--- config.mk ---
export PLATFORM = sky130hd
export DESIGN_NAME = i2c_line_conditioner
export DESIGN_NICKNAME = d
export VERILOG_FILES = /design/src/rtl/i2c_line_conditioner.sv
export SDC_FILE = /design/constraint.sdc
export NUM_CORES = 1
export LEC_CHECK = 0
export CAP_MARGIN = 30
export CORE_AREA = 2 2 39 41
export DETAILED_ROUTE_END_ITERATION = 7
export DIE_AREA = 0 0 41 43
export PLACE_DENSITY = 0.69
export SLEW_MARGIN = 5
export SYNTH_ARGS = -nofsm -noshare
export SYNTH_HDL_FRONTEND = slang
export SYNTH_SLANG_ARGS = --single-unit
--- constraint.sdc ---
create_clock -name clk -period 1.15 [get_ports clk]
set_input_delay 0.23 -clock clk [delete_from_list [all_inputs] [get_ports clk]]
set_output_delay 0.23 -clock clk [all_outputs]
set_load 0.01 [all_outputs]
--- src/rtl/i2c_line_conditioner.sv ---
// Per-channel synchroniser, consecutive-sample glitch filter and registered edge strobes for raw I2C pads.
// Optional per-channel rejected-glitch counters are built when LINE_GLITCH_CNT_EN is defined.
module i2c_line_conditioner #(
  parameter int               WIDTH       = 2,
  parameter int               SYNC_STAGES = 2,
  parameter int               FILTER_CNT  = 4,
  parameter logic [WIDTH-1:0] RESET_VAL   = {WIDTH{1'b1}},
  parameter int               GCW         = 8
) (
  input  logic                 clk,
  input  logic                 rst,
  input  logic [WIDTH-1:0]     d,
  output logic [WIDTH-1:0]     q,
  output logic [WIDTH-1:0]     rise,
  output logic [WIDTH-1:0]     fall
`ifdef LINE_GLITCH_CNT_EN
  ,
  input  logic                 glitch_clr,
  output logic [WIDTH*GCW-1:0] glitch_cnt
`endif
);

  localparam int CW = (FILTER_CNT > 1) ? $clog2(FILTER_CNT) : 1;

  if (SYNC_STAGES < 2) begin : g_bad_sync
    $error("SYNC_STAGES must be at least 2");
  end
  if (FILTER_CNT < 1) begin : g_bad_filter
    $error("FILTER_CNT must be at least 1");
  end
  if (GCW < 1) begin : g_bad_gcw
    $error("GCW must be at least 1");
  end

  logic [WIDTH-1:0] sync_q [SYNC_STAGES];
  logic [WIDTH-1:0] s;
  logic [CW-1:0]    cnt      [WIDTH];
  logic [CW-1:0]    cnt_next [WIDTH];
  logic [WIDTH-1:0] q_next;
  logic [WIDTH-1:0] reject;

  always_ff @(posedge clk) begin
    if (rst) begin
      for (int i = 0; i < SYNC_STAGES; i++) sync_q[i] <= RESET_VAL;
    end else begin
      sync_q[0] <= d;
      for (int i = 1; i < SYNC_STAGES; i++) sync_q[i] <= sync_q[i-1];
    end
  end

  assign s = sync_q[SYNC_STAGES-1];

  // A new level is accepted only after FILTER_CNT consecutive samples differ from q.
  always_comb begin
    q_next = q;
    reject = '0;
    for (int i = 0; i < WIDTH; i++) begin
      cnt_next[i] = '0;
      if (s[i] != q[i]) begin
        if (cnt[i] == CW'(FILTER_CNT - 1)) q_next[i] = s[i];
        else                              cnt_next[i] = cnt[i] + CW'(1);
      end else begin
        reject[i] = (cnt[i] != '0);
      end
    end
  end

  always_ff @(posedge clk) begin
    if (rst) begin
      q    <= RESET_VAL;
      rise <= '0;
      fall <= '0;
      for (int i = 0; i < WIDTH; i++) cnt[i] <= '0;
    end else begin
      q    <= q_next;
      rise <= q_next & ~q;
      fall <= ~q_next & q;
      for (int i = 0; i < WIDTH; i++) cnt[i] <= cnt_next[i];
    end
  end

`ifdef LINE_GLITCH_CNT_EN
  logic [GCW-1:0] gcnt [WIDTH];

  // Counts saturate rather than wrap; a clear wins over a same-cycle increment.
  always_ff @(posedge clk) begin
    if (rst || glitch_clr) begin
      for (int i = 0; i < WIDTH; i++) gcnt[i] <= '0;
    end else begin
      for (int i = 0; i < WIDTH; i++)
        if (reject[i] && (gcnt[i] != {GCW{1'b1}})) gcnt[i] <= gcnt[i] + GCW'(1);
    end
  end

  for (genvar g = 0; g < WIDTH; g++) begin : g_pack
    assign glitch_cnt[g*GCW +: GCW] = gcnt[g];
  end
`else
  logic unused_reject;
  assign unused_reject = ^reject;
`endif

endmodule

==> flow_summary.ini, run 1 <==
[job]
max_cap_violations = 0

[power]
power_frac_comb_pct = 4.0
ir_drop_v = 0.0006255
p_per_area_nw_per_um2 = 1287
swShare_pct = 20.57
power.leakage_nw = 0.2558
p_clk_share_pct = 33.8
internal-power_uw = 635.7
switchingPower_uw = 164.6
pwr-share-seq_pct = 62.2

[yosys]
synth.area.top_cells = dfxtp_1 (58%), and4bb_2 (10%), nor4b_2 (6.2%)
synth.distinct_cells = 10
synth_nets = 41
ys_seq_elements = 14
synthesis.area_um2 = 484.2
avgSynthCellArea_um2 = 13.83
yosys_warnings = 0
synth_top_cell_by_area = dfxtp_1
yosys.area.top_type_share_pct = 57.88
ys_seq_area_share_pct = 57.88
synthCells = 35

[hold_path]
min_path_cells = 1
min_path_type = flop to flop
hold_start = sync_q[0][0]

[detailed_routing]
detail-route-antenna-nets = 0
wl_met1_um = 313
dr.pass1.iters = 2
wire_per_inst_um = 10.65
wl_met3_um = 27
wl_met2_um = 307
num_vias = 302
drc = 0
wl_um = 692
via_per_inst = 4.646
highest_layer = met4
drtIter0Drc = 1

[sta]
fmax_ghz = 0.9109
setup_slack_ps = 52.19
finalCriticalPeriod_ps = 1098
rsz0062_at_grt = no
tightest_slew_ps = 229.6
fin_crit_sh_pct = 95.46
tns_ps = 0
setup_viol = 0
skew_ps = 0.7361
relSlewSlack_pct = 84.58
drv_slew = 0
hold_viol = 0

[floorplan]
start_util_pct = 34.99
fp.dieW_um = 41
die_height_um = 43
row_count = 14
placeableCoreArea_um2 = 1384
ios = 10
die_area_um2 = 1763

[setup_path]
cp_slowest_cell = dfxtp_1
path_buf_inv = 1
end_kind = primary output
arrival_ps = 870
reg2reg_slack_ps = 60
path_cells = dlygate4sd2_1
worstSetupStartpointType = flop
path_max_fanout = 2
crit_family = flip-flops
reg2regPathDepth = 3
critPathKind = flop to primary output
crit_required_ps = 920
cp.depth = 1
worstReg2RegStart = cnt[0][0]
critPathMaxStageDelay_ps = 330
startpoint = q[0]

[layout]
most-common-layout-cells = dfxtp_1 (14), dlygate4sd2_1 (5), or2_2 (4), and4bb_2 (4)
nets = 57
stdcell_area_um2 = 621.8
mostFrequentLayoutCell = dfxtp_1
fin_util_pct = 44.94
drive_gt1_share_pct = 36.73
area_delta_synth_final_pct = 28.42
diodes = 0

[cts]
clockBufferDepth = 2
cts_setup_buffers = 0
cts_tree = yes
ctsRootBufferMaster = clkbuf_4
cts_buffers = 3
path_clk_slew_ps = 70
htreeDepth = 1
clkLatencyLatePin_ps = 280
clock-sinks = 14

[place]
portBuffers = 9
gp_congestion = 0.6518
place_area_um2 = 605.6
dp_slack_ps = -87.89

[run_status]
status = completed

[global_route]
antenna_found_initial = 0
grt_usage_pct = 10.81
grt_overflow = 0
grt_max_degree = 15
grt_pass1_wl_um = 1179
first_global_vias = 292
-- layer usage --
metal / global-route usage (%) / vias up
li1: - / 158
met2: 12.19 / 6
met3: 3.141 / 5
met1: 13.44 / 133
met5: 0 / -
met4: 14.00 / 0
-- cells by family after synthesis --
kind of cell	synth area share, %
AO/OA/AOI/OAI	4.135
flip-flops	57.88
XOR/XNOR	3.618
adder cells (fa/ha/maj)	5.167
buffers and inverters	2.325
AND/OR/NAND/NOR	26.87
-- per-stage QoR --
step	total power, mW	hold WS [ps]	cells
2_1_floorplan	0.5280	333.8	35
3_3_place_gp	0.5404	392.8	62
3_5_place_dp	0.5420	397.8	62
4_1_cts	0.8086	415.5	65
5_1_grt	0.8290	427.8	65
6_report	0.8003	411.6	65
-- final timing paths --
check                 endpoint
setup reg to reg          q[0]
hold / removal    sync_q[0][2]
setup / recovery          q[0]
hold reg to reg   sync_q[0][2]
-- power groups by stage --
stage,sequential (mW),combinational [mW],clock [mW]
floorplan,0.508,0.0200,0
global placement,0.509,0.0316,0
detailed placement,0.509,0.0327,0
CTS,0.498,0.0326,0.278
global route,0.499,0.0357,0.295
finish,0.498,0.0321,0.270
-- registers in the layout, summed over array words and instances (netlist names) --
register	cells
cnt	4
sync_q	4
fall	2
rise	2
q	2
-- final cells by class --
cell class | instances | area (um^2)
clock buffers | 3 | 22.52
fillers | 139 | 762.0
multi-input cells | 20 | 192.7
flip-flops and latches | 14 | 280.3
well taps | 16 | 20.02
repair buffers | 12 | 106.4
-- cell usage after synthesis (all sizes together) --
cell type,n
dfxtp,14
and4bb,4
or2,4
a211o,2
ha,2
nor2b,2
nor4,2
nor4b,2
xnor2,2
buf,1
-- timing repair --
action,in CTS,in global routing
hold buffers,0,0
setup endpoints to repair,6,1
resized for setup,6,1
Power figures use the tool's default switching activity.
==> inputs of run 2 (changes only) <==
--- a/config.mk
+++ b/config.mk
@@ -5,7 +5,7 @@
 export SDC_FILE = /design/constraint.sdc
 export NUM_CORES = 1
 export LEC_CHECK = 0
-export CAP_MARGIN = 30
+export CAP_MARGIN = 20
 export CORE_AREA = 2 2 39 41
 export DETAILED_ROUTE_END_ITERATION = 7
 export DIE_AREA = 0 0 41 43
==> results of run 2 <==
Same layout as run 1: the final DEF is identical, and so are final timing and power.
